### src/rtl/fetch_pc_stage.sv
// Fetch PC stage: owns the program counter, the IF/ID register and a one-entry
// hold buffer. Optional macro FETCH_MISALIGN_TRAP_EN enables the misaligned-redirect trap.
module fetch_pc_stage #(
    parameter logic [31:0] RESET_PC = 32'h0000_0000
) (
    input  logic        clk,
    input  logic        rst,
    input  logic        mem_stall,
    input  logic [31:0] mem_instr,
    input  logic        id_stall,
    input  logic        redirect_valid,
    input  logic [31:0] redirect_target,
    output logic [31:0] fetch_address,
    output logic        if_id_valid,
    output logic [31:0] if_id_pc,
    output logic [31:0] if_id_instr,
    output logic        misalign_err
);

    localparam logic [31:0] NOP = 32'h0000_0013;

    typedef enum logic {FETCH = 1'b0, HOLD = 1'b1} state_t;

    typedef struct packed {
        logic        valid;
        logic [31:0] pc;
        logic [31:0] instr;
    } if_id_t;

    state_t      state, state_nxt;
    logic [31:0] pc, pc_nxt;
    logic [31:0] hold_buf, hold_buf_nxt;
    if_id_t      if_id, if_id_nxt;
    logic        err, err_nxt;

    always_ff @(posedge clk or posedge rst) begin
        if (rst) begin
            state    <= FETCH;
            pc       <= RESET_PC;
            hold_buf <= 32'h0;
            if_id    <= '{valid: 1'b0, pc: 32'h0, instr: NOP};
            err      <= 1'b0;
        end else begin
            state    <= state_nxt;
            pc       <= pc_nxt;
            hold_buf <= hold_buf_nxt;
            if_id    <= if_id_nxt;
            err      <= err_nxt;
        end
    end

    always_comb begin
        state_nxt    = state;
        pc_nxt       = pc;
        hold_buf_nxt = hold_buf;
        if_id_nxt    = if_id;
        err_nxt      = err;

        if (redirect_valid) begin
            // Redirect wins: flush IF/ID, drop buffered or returned instruction.
`ifdef FETCH_MISALIGN_TRAP_EN
            if (redirect_target[1:0] != 2'b00)
                err_nxt = 1'b1;
            else
                pc_nxt = redirect_target;
`else
            pc_nxt = redirect_target & ~32'h3;
`endif
            if_id_nxt.valid = 1'b0;
            hold_buf_nxt    = 32'h0;
            state_nxt       = FETCH;
        end else begin
            case (state)
                FETCH: begin
                    if (!mem_stall) begin
                        if (!id_stall) begin
                            if_id_nxt = '{valid: 1'b1, pc: pc, instr: mem_instr};
                            pc_nxt    = pc + 32'd4;
                        end else begin
                            hold_buf_nxt = mem_instr;
                            state_nxt    = HOLD;
                        end
                    end else if (!id_stall) begin
                        if_id_nxt.valid = 1'b0;
                    end
                end
                HOLD: begin
                    // Fetch interface is ignored here; only decode release matters.
                    if (!id_stall) begin
                        if_id_nxt = '{valid: 1'b1, pc: pc, instr: hold_buf};
                        pc_nxt    = pc + 32'd4;
                        state_nxt = FETCH;
                    end
                end
                default: state_nxt = FETCH;
            endcase
        end
    end

    assign fetch_address = pc;
    assign if_id_valid   = if_id.valid;
    assign if_id_pc      = if_id.pc;
    assign if_id_instr   = if_id.instr;

`ifdef FETCH_MISALIGN_TRAP_EN
    assign misalign_err = err;
`else
    // Trap disabled: the sticky register stays at zero and is not exported.
    assign misalign_err = 1'b0;
`endif

endmodule

### config.mk
export PLATFORM = sky130hd
export DESIGN_NAME = fetch_pc_stage
export DESIGN_NICKNAME = d
export VERILOG_FILES = /design/src/rtl/fetch_pc_stage.sv
export SDC_FILE = /design/constraint.sdc
export NUM_CORES = 1
export LEC_CHECK = 0
export CAP_MARGIN = 20
export CORE_ASPECT_RATIO = 1.2
export CORE_MARGIN = 10
export CORE_UTILIZATION = 49
export CTS_BUF_LIST = sky130_fd_sc_hd__clkbuf_2 sky130_fd_sc_hd__clkbuf_4 sky130_fd_sc_hd__clkbuf_8
export DETAILED_ROUTE_END_ITERATION = 16
export GPL_ROUTABILITY_DRIVEN = 0
export PLACE_DENSITY = 0.83
export SETUP_SLACK_MARGIN = 0.1
export SYNTH_ARGS = -nofsm -noshare
export SYNTH_HDL_FRONTEND = slang
export SYNTH_SLANG_ARGS = --single-unit
### constraint.sdc
create_clock -name clk -period 6.2 [get_ports clk]
set_input_delay 1.55 -clock clk [delete_from_list [all_inputs] [get_ports clk]]
set_output_delay 1.55 -clock clk [all_outputs]
set_load 0.01 [all_outputs]
### Yosys cells after proc, flatten, opt, wreduce, memory -nomap -nowiden

Cells that the tools add are included.

| operators by class | value |
|---|---|
| add/subtract/negate cells | 1 |
| eq/ne operators | 8 |
| muxes and demuxes | 19 |
| bitwise logic cells | 2 |
| reductions and logical operators | 4 |

Operators by type and width:

| kind | count |
|---|---|
| 32-bit two-way mux | 7 |
| 65-bit two-way mux | 2 |
| 65-bit one-hot mux with 2 select lines | 1 |
| 64-bit two-way mux | 1 |
| 32-bit one-hot mux with 2 select lines | 1 |
| 32-bit by 3-bit adder with 32-bit output, second input constant | 1 |
| 3-bit != test, second input constant | 3 |
| 2-bit != test, second input constant | 4 |
| 1-bit two-way mux | 6 |
| 4-bit AND reduction | 1 |
| 3-bit AND reduction | 1 |
| 2-bit by 1-bit != test with 1-bit output, second input constant | 1 |
| 1-bit NOT | 2 |
| 1-bit one-hot mux with 2 select lines | 1 |
| 2-bit AND reduction | 1 |
| 2-bit nonzero test | 1 |

| word-level totals | value |
|---|---|
| bits in registers | 130 |
| input bits | 69 |
| output and inout bits | 98 |
| word-level logic and storage cells | 40 |

### Longest topological paths before layout

Gate-level depths: netlist of run 1.

| logic depth | value |
|---|---|
| depth in word-level cells | 5 |
| gate-level depth with buffers | 7 |
| depth with buffers taken out | 5 |

### Worst setup path before layout of run 1

Ideal clock, no wire load.

| path | value |
|---|---|
| path type | input to register |
| from | in mem_stall |
| to | reg pc[28] (netlist: fetch_address[28]) |
| library setup time | 0.122 ns |
| arrival | 2.883 ns |
| required time | 6.078 ns |
| slack | 3.196 ns |
| stages on the path | 6 |
| path buffers | 1 |
| cell sequence | nor2b_1 or3b_1 buf_2 nor4_2 mux2i_1 nand2_1 |

| on the way | value |
|---|---|
| cells in the longest elaborated chain, start to end | 1 |

Ends and longest elaborated chain:

| element | line | RTL |
|---|---|---|
| start: declaration | 8 | `input logic mem_stall,` |
| 3-bit != test (no source line) | - |  |
| end signal: assignment | 45 | `pc <= pc_nxt;` |
| end: declaration | 31 | `logic [31:0] pc, pc_nxt;` |

No other way between the ends.
A chain may end at the register's enable or synchronous reset.

### Worst setup path in the final report of run 1

| path | value |
|---|---|
| from | in mem_stall |
| to | reg pc[24] (netlist: fetch_address[24]) |

The elaborated chain is that of the path after synthesis.

==> flow_summary_export.csv, run 1 <==
group,metric,value,unit
clock_network,holdBufCountCts,0,
route,vias_per_cell,5.56,
clock_network,clock_latency,0.43,ns
route,drt_first_pass_iters,4,
clock_network,cts_sinks,126,
synthesis,ys_seq_area_share,57.3,%
sta,max_freq,292,MHz
place,hpwlAfterDp,10600,µm
clock_network,htreeDepth,4,
sta,period_share,55.2,%
critical_path,arrival,3.69,ns
layout,drive_gt1_share,12.4,%
place,portBuffers,159,
sta,rsz0062_at_grt,"false",
synthesis,synth_seq_cells,126,
layout,n_antenna_cell,0,
die,start_util,49.9,%
synthesis,avgSynthCellArea,11.3,µm²
grt,grt_pass1_vias,4701,
sta,slew_violations,0,
grt,grt_pass1_wl,24100,µm
synthesis,postSynthCellCount,486,
clock_network,post_cts_buffers,0,
synthesis,ys_warn_count,0,
place,place_worst_setup_slack,2.32,ns
sta,fin_worst_skew,0.0109,ns
sta,slew-limit-headroom,31.3,%
layout,nNetsFinal,709,
die,die_h,136,µm
route,avgRoutedWirePerCell,19.1,µm
die,die_x,117,µm
job,maxCapViolCount,0,
clock_network,path_clk_slew,0.07,ns
sta,finalSetupViolCount,0,
clock_network,ctsResizeCount,0,
layout,area_growth,37.9,%
layout,fillerInstances,780,
pwr,pwr_density_cell,300,mW/mm²
die,dieArea,0.0159,mm²
critical_path,endpoint_kind,"flop",
critical_path,critPathKind,"primary input to flop",
grt,grt_overflow,0,
sta,fin_setup_tns,0,ns
clock_network,clk_path_buf_depth,2,
sta,period_needed,3.42,ns
route,drt-initial-drc-count,304,
clock_network,tritoncts.num_buffers,17,
die,rows,42,
pwr,p_total,2280,µW
sta,finalHoldViolCount,0,
synthesis,synth_area,0.00551,mm²
route,ant_nets,0,
pwr,vdd_drop_max,0.000174,V
grt,grt_max_degree,65,
critical_path,worstPathMaxFanout,12,
min_path,hold_path.class,"flop to flop",
route,routed_wl,15000,µm
route,drc,0,
grt,grtUsageTotal,19.2,%
die,core_area,0.0110,mm²
status,outcome,"finished clean",
sta,setup_ws,2.78,ns
route,via_count,4357,
critical_path,cp-start-kind,"primary input",
sta,worst_pin_slew,1.03,ns
grt,antenna_found_initial,0,
clock_network,root_buffer,"clkbuf_8",
clock_network,cts_tree,"yes",
critical_path,cp.required,6.46,ns
layout,final_util,68.8,%
synthesis,synth.distinct_cells,38,
pwr,power_leakage,0.00314,µW
die,io-pin-count,167,
per-layer routing:
metal | share of wire, % | vias up | GRT usage [%]
li1 | - | 2015 | -
met1 | 40 | 2148 | 20.8
met2 | 47 | 169 | 31.2
met3 | 11 | 25 | 9.92
met4 | 2.2 | 0 | 7.57
met5 | 0 | - | 0
cells by family after synthesis:
group	after synthesis	share of synthesized area, %
and+or+nand+nor	131	11.5
DFF	126	57.3
AOI/OAI and AO/OA	96	11.1
muxes	66	12.7
buffers and inverters	40	3.13
xor gates and xnor gates	25	3.97
adders and majority gates	1	0.227
other	1	0.0681
cell usage after synthesis:
| library cell | count | share of area, % |
|---|---|---|
| o21ai_1 | 3 | 0.27 |
| nor3_2 | 1 | 0.18 |
| mux2i_1 | 35 | 6.4 |
| and4_2 | 1 | 0.18 |
| o21ai_0 | 23 | 2.1 |
| mux2_2 | 31 | 6.3 |
| a21oi_1 | 34 | 3.1 |
| nand4_2 | 1 | 0.23 |
| buf_4 | 5 | 0.68 |
| or3b_1 | 1 | 0.16 |
| nor4_1 | 2 | 0.23 |
| nor2_1 | 41 | 2.8 |
| clkbuf_1 | 24 | 1.6 |
| a22o_1 | 32 | 5.1 |
| buf_1 | 3 | 0.20 |
| dfrtp_1 | 123 | 56 |
| and4_1 | 3 | 0.48 |
| nand3_1 | 8 | 0.73 |
| conb_1 | 1 | 0.068 |
| a31oi_1 | 1 | 0.11 |
| ha_1 | 1 | 0.23 |
| and3_1 | 2 | 0.23 |
| nor4b_1 | 1 | 0.16 |
| nor3_1 | 9 | 0.82 |
| nor2b_1 | 4 | 0.45 |
| or4b_1 | 1 | 0.18 |
| a22oi_1 | 3 | 0.41 |
| or4_1 | 1 | 0.14 |
| xnor2_1 | 11 | 1.7 |
| xor2_1 | 14 | 2.2 |
| nand4_1 | 11 | 1.2 |
| nor4_2 | 1 | 0.23 |
| buf_2 | 3 | 0.27 |
| or3_1 | 2 | 0.23 |
| and2_1 | 2 | 0.23 |
| dfstp_2 | 3 | 1.4 |
| nand2_1 | 39 | 2.7 |
| inv_1 | 5 | 0.34 |
critical path, cell delays in order:
cell and delay [ns]:
clkdlybuf4s50_1 0.45, nor2b_1 0.21, or3b_1 0.65, or4b_1 0.60, xor2_1 0.15, o21ai_1 0.07
state kept, by name, summed over array words and instances, names as in the netlist:
name	count
hold_buf	32
if_id_instr	32
fetch_address	30
if_id_pc	30
if_id_valid	1
state	1
cell usage in the layout, fill, tap and decap left out, types with 11 or more instances in the layout:
cell type | synthesis | final
a21oi_1 | 34 | 33
a22o_1 | 32 | 32
clkbuf_8 | 0 | 18
clkdlybuf4s50_1 | 0 | 158
dfrtp_1 | 123 | 122
mux2_2 | 31 | 31
mux2i_1 | 35 | 35
nand2_1 | 39 | 39
nand4_1 | 11 | 11
nor2_1 | 41 | 41
o21ai_0 | 23 | 23
xnor2_1 | 11 | 11
xor2_1 | 14 | 14
metrics by stage:
stage	instances	cell area, µm²	hold WS, ns
2_1_floorplan	490	5520	0.473
3_3_place_gp	752	7180	0.487
3_5_place_dp	752	7180	0.492
4_1_cts	783	7590	0.509
5_1_grt	783	7590	0.527
6_report	783	7590	0.506
power by group:
group | internal, µW | switching [µW] | total, µW
sequential | 939 | 89.2 | 1030
clock | 419 | 313 | 732
combinational | 305 | 216 | 521
total | 1660 | 619 | 2280
worst paths after layout:
path,slack (ns),end,cells past startpoint,startpoint
hold / removal,0.51,hold_buf[13]$_DFFE_PP0P_,1,hold_buf[13]$_DFFE_PP0P_
hold reg to reg,0.51,hold_buf[13]$_DFFE_PP0P_,1,hold_buf[13]$_DFFE_PP0P_
max in group asynchronous,3.26,hold_buf[28]$_DFFE_PP0P_,3,rst
setup / recovery,2.78,fetch_address[24]$_DFFE_PP0P_,6,mem_stall
min in group asynchronous,1.63,if_id_instr[22]$_DFFE_PP0P_,2,rst
setup reg to reg,3.26,fetch_address[24]$_DFFE_PP0P_,5,state$_DFF_PP0_
area by class of cell:
class / count / area, µm² / area share [%]
multi-input combinational: 324 / 2210 / 29.1
tap: 132 / 165 / 2.17
timing repair buffer: 165 / 1630 / 21.5
inverter: 5 / 21.3 / 0.280
clock buffer: 21 / 270 / 3.56
sequential: 126 / 3160 / 41.6
clock inverter: 10 / 140 / 1.85
(Power assumes the default switching activity.)
==> inputs of run 2 (changes only) <==
Clock period 6.2 ns to 3.3 ns, I/O delays scaled along.
==> run 2 against run 1 <==
Against the previous run: via count is 0.16% higher; clock power rose by 93%; cell count increased by 0.77%; sequential cell count is the same; first-iteration DRC count is 15% higher; sequential share of layout area is 0.49 points lower; power grew 90%; largest power group unchanged; highest routed layer unchanged.
==> flow_summary_export.csv, run 2 (synthesis results as in run 1) <==
group,metric,value,unit
clock_network,ctsResizeCount,0,
status,outcome,"finished clean",
sta,max_freq,379,MHz
route,drt-initial-drc-count,351,
clock_network,root_buffer,"clkbuf_8",
clock_network,path_clk_slew,0.07,ns
die,io-pin-count,167,
die,rows,42,
sta,fin_setup_tns,0,ns
layout,drive_gt1_share,13.2,%
critical_path,endpoint_kind,"flop",
job,maxCapViolCount,0,
sta,rsz0062_at_grt,"false",
critical_path,worstPathMaxFanout,12,
die,die_x,117,µm
die,die_h,136,µm
route,via_count,4364,
route,routed_wl,15300,µm
layout,stdcell_count,789,
critical_path,critPathKind,"primary input to flop",
sta,finalHoldViolCount,0,
critical_path,cp.required,3.60,ns
sta,finalSetupViolCount,0,
critical_path,regToRegStartpoint,"fetch_address[2]$_DFFE_PP0P_",
route,drt_first_pass_iters,4,
pwr,seq_power_share,44.5,%
grt,grt_max_degree,127,
grt,grtUsageTotal,19.8,%
route,avgRoutedWirePerCell,19.3,µm
pwr,clkPwrFrac,32.6,%
route,drc,0,
grt,antenna_found_initial,0,
critical_path,arrival,2.93,ns
clock_network,htreeDepth,4,
die,dieArea,0.0159,mm²
clock_network,post_cts_buffers,0,
grt,grt_overflow,0,
grt,grt_pass1_vias,4697,
layout,n_antenna_cell,0,
place,dp_cells,757,
critical_path,cp-start-kind,"primary input",
place,portBuffers,159,
clock_network,tritoncts.num_buffers,17,
pwr,pwr_density_cell,564,mW/mm²
sta,slew_violations,0,
clock_network,cts_tree,"yes",
min_path,hold_path.class,"flop to flop",
sta,period_share,79.9,%
layout,area_growth,39.5,%
sta,fin_worst_skew,0.0135,ns
clock_network,holdBufCountCts,0,
pwr,vdd_drop_max,0.000403,V
clock_network,clock_latency,0.43,ns
die,start_util,49.9,%
pwr,p_comb_share,22.9,%
critical_path,worstSetupStartpoint,"mem_stall",
clock_network,cts_sinks,126,
pwr,power.switching,1200,µW
clock_network,clk_path_buf_depth,2,
route,ant_nets,0,
layout,nNetsFinal,714,
sta,slew-limit-headroom,54.4,%
layout,fillerInstances,811,
pwr,internal_power,3130,µW
die,core_area,0.0110,mm²
layout,multi_input_area,0.00221,mm²
pwr,power_leakage,0.00318,µW
route,vias_per_cell,5.53,
sta,worst_pin_slew,0.684,ns
layout,final_common_cell,"clkdlybuf4s50_1",
layout,seqCellArea,0.00316,mm²
min_path,hp-start,"if_id_pc[6]$_DFFE_PP0P_",
place,hpwlAfterDp,10700,µm
grt,grt_pass1_wl,24700,µm
pwr,swShare,27.7,%
sta,period_needed,2.64,ns
layout,layout_common_cells,"158 x clkdlybuf4s50_1, 122 x dfrtp_1, 41 x nor2_1",
run 2: cell types whose count changed in the layout (fill, tap and decap cells not counted):
cell | previous run | this run
clkinv_2 | 2 | 3
clkinv_4 | 2 | 4
clkbuf_4 | 3 | 0
clkbuf_8 | 18 | 19
buf_4 | 6 | 8
inv_6 | 0 | 1
inv_4 | 1 | 0
buf_12 | 0 | 3
run 2: power by group through the flow:
stage	combinational, µW	sequential (µW)	clock, µW
floorplan	322	2020	0
global placement	984	1940	0
detailed placement	1010	1960	0
CTS	1010	1930	1450
global route	1080	1960	1520
finish	993	1930	1410
run 2: layout make-up:
class,count,share of cell area [%]
Sequential cell,126,41.1
Multi-Input combinational cell,324,28.7
Timing Repair Buffer,170,22.2
Inverter,5,0.293
Clock inverter,13,2.13
Tap cell,132,2.15
Clock buffer,19,3.40
run 2: worst paths after layout:
path,to,slack (ns),cells after the start
worst max-delay path,fetch_address[24]$_DFFE_PP0P_,0.66,6
worst min register to register,if_id_pc[6]$_DFFE_PP0P_,0.51,1
worst min-delay path,if_id_pc[6]$_DFFE_PP0P_,0.51,1
max in group asynchronous,state$_DFF_PP0_,1.81,3
min in group asynchronous,if_id_instr[27]$_DFFE_PP0P_,0.92,3
worst max register to register,fetch_address[24]$_DFFE_PP0P_,1.02,5
run 2: stage by stage:
step                      instance area (µm²)  total power (µW)  setup WS, ns  util, %  hold slack, ns
final                                    7690              4340         0.665     69.6           0.509
after global placement                   7260              2920         0.356     65.8           0.487
after floorplan                          5530              2340         0.924        -           0.473
after detailed placement                 7260              2960         0.230     65.8           0.491
after global routing                     7690              4560         0.523     69.6           0.519
after CTS                                7690              4390         0.700     69.6           0.510
run 2: metal layers:
metal  share of wire (%)  track usage (%)  vias up
met1                  40             23.1     2147
met4                 1.6             7.15        0
met5                   0                0        -
met2                  49             31.0      177
met3                  10             9.52       13
li1                    -                -     2027
run 2: worst max-delay path, cell delays in order:
cell,delay (ns)
clkdlybuf4s50_1,0.46
nor2b_1,0.17
or3b_1,0.58
or4b_1,0.60
xor2_1,0.20
o21ai_1,0.09
==> inputs of run 3 (changes only) <==
Clock period 3.3 ns to 2.6 ns, I/O delays scaled along.
==> run 3 against run 2 <==
Against the previous run: global-route usage is 0.20 points lower; non-clock buffer count rose by 7; power increased by 24%; sequential power rose by 26%; critical path type is now flop to primary output; die area is the same; largest power group unchanged; critical path depth fell by 5; design area up 0.46%; highest routed layer unchanged.
==> flow_summary_export.csv, run 3 (synthesis results as in run 1) <==
group,metric,value,unit
place,hpwlAfterDp,10600,µm
layout,nNetsFinal,721,
route,ant_nets,0,
critical_path,cp.required,1.95,ns
pwr,vdd_drop_max,0.000379,V
grt,grt_pass1_wl,24400,µm
clock_network,path_clk_slew,0.07,ns
route,drc,0,
sta,fin_setup_tns,0,ns
critical_path,critPathKind,"flop to primary output",
route,routed_wl,15100,µm
grt,grt_pass1_vias,4773,
sta,finalSetupViolCount,0,
sta,setup_ws,0.410,ns
clock_network,post_cts_buffers,0,
layout,final_common_cell,"clkdlybuf4s50_1",
layout,stdcell_count,796,
critical_path,worstPathMaxFanout,7,
route,vias_per_cell,5.50,
sta,period_needed,2.19,ns
clock_network,root_buffer,"clkbuf_8",
critical_path,endpoint_kind,"primary output",
sta,rsz0062_at_grt,"false",
clock_network,clk_path_buf_depth,2,
place,dp_cells,764,
die,die_h,136,µm
die,start_util,49.9,%
min_path,hold_depth,1,
critical_path,crit_path_max_incr_delay,0.61,ns
critical_path,cp.depth,1,
critical_path,timing.critical_path.buf_inv,1,
clock_network,ctsResizeCount,0,
critical_path,r2r_cells,5,
die,rows,42,
critical_path,cp_slowest_cell,"clkdlybuf4s50_1",
critical_path,arrival,1.54,ns
clock_network,cts_tree,"yes",
pwr,pwr_density_cell,696,mW/mm²
layout,area_growth,40.2,%
die,dieArea,0.0159,mm²
place,place_worst_setup_slack,0.000845,ns
min_path,hold_path.class,"flop to flop",
layout,drive_gt1_share,14.2,%
grt,antenna_found_initial,0,
status,outcome,"finished clean",
critical_path,path_delay_family,"buffers and inverters",
route,avgRoutedWirePerCell,19.0,µm
clock_network,tritoncts.num_buffers,17,
layout,n_antenna_cell,0,
clock_network,holdBufCountCts,0,
sta,fin_worst_skew,0.0110,ns
job,maxCapViolCount,0,
die,core_area,0.0110,mm²
grt,grt_max_degree,127,
critical_path,cp_cell_sequence,"clkdlybuf4s50_1",
clock_network,htreeDepth,4,
sta,max_freq,457,MHz
pwr,power_leakage,0.00321,µW
route,drt-initial-drc-count,261,
route,via_count,4380,
clock_network,clock_latency,0.43,ns
route,drt_first_pass_iters,4,
sta,finalHoldViolCount,0,
grt,grtUsageTotal,19.6,%
grt,grt_overflow,0,
critical_path,cp-start-kind,"flop",
sta,worst_pin_slew,0.662,ns
die,io-pin-count,167,
sta,slew-limit-headroom,55.9,%
sta,slew_violations,0,
die,die_x,117,µm
clock_network,cts_sinks,126,
sta,period_share,84.2,%
place,portBuffers,159,
layout,layout_common_cells,"158 x clkdlybuf4s50_1, 122 x dfrtp_1, 41 x nor2_1",
[run 3: through the flow]
stage | total power [µW] | utilization [%] | hold WS, ns | instance area (µm²)
2_1_floorplan | 2970 | - | 0.473 | 5530
3_3_place_gp | 3720 | 66.4 | 0.487 | 7330
3_5_place_dp | 3770 | 66.4 | 0.491 | 7330
4_1_cts | 5450 | 70.0 | 0.494 | 7720
5_1_grt | 5660 | 70.0 | 0.493 | 7720
6_report | 5380 | 70.0 | 0.504 | 7720
[run 3: area by class of cell]
cell class / instances / area [µm²]
fill: 806 / 3310
sequential: 126 / 3160
multi-input combinational: 324 / 2210
timing repair buffer: 177 / 1770
clock buffer: 19 / 255
tap: 132 / 165
clock inverter: 13 / 140
inverter: 5 / 22.5
[run 3: power by group]
group          leakage (µW)  internal, µW  switching (µW)
logic               0.00146           744             531
registers           0.00154          2240             200
clock network      0.000204           892             769
[run 3: routing by layer]
metal | vias to the layer above | routed length, µm | GRT usage, %
met5 | - | 0 | 0
met1 | 2148 | 6040 | 21.6
met2 | 162 | 7270 | 31.7
met4 | 0 | 357 | 7.70
met3 | 21 | 1450 | 9.52
li1 | 2049 | - | -
[run 3: path summary, 6_finish.rpt]
path / from / endpoint / slack, ns
worst max register to register: fetch_address[10]$_DFFE_PP0P_ / fetch_address[24]$_DFFE_PP0P_ / 0.42
worst min register to register: hold_buf[20]$_DFFE_PP0P_ / hold_buf[20]$_DFFE_PP0P_ / 0.50
min in group asynchronous: rst / if_id_pc[24]$_DFFE_PP0P_ / 0.76
worst min-delay path: hold_buf[20]$_DFFE_PP0P_ / hold_buf[20]$_DFFE_PP0P_ / 0.50
max in group asynchronous: rst / state$_DFF_PP0_ / 1.33
worst max-delay path: fetch_address[13]$_DFFE_PP0P_ / fetch_address[13] / 0.41
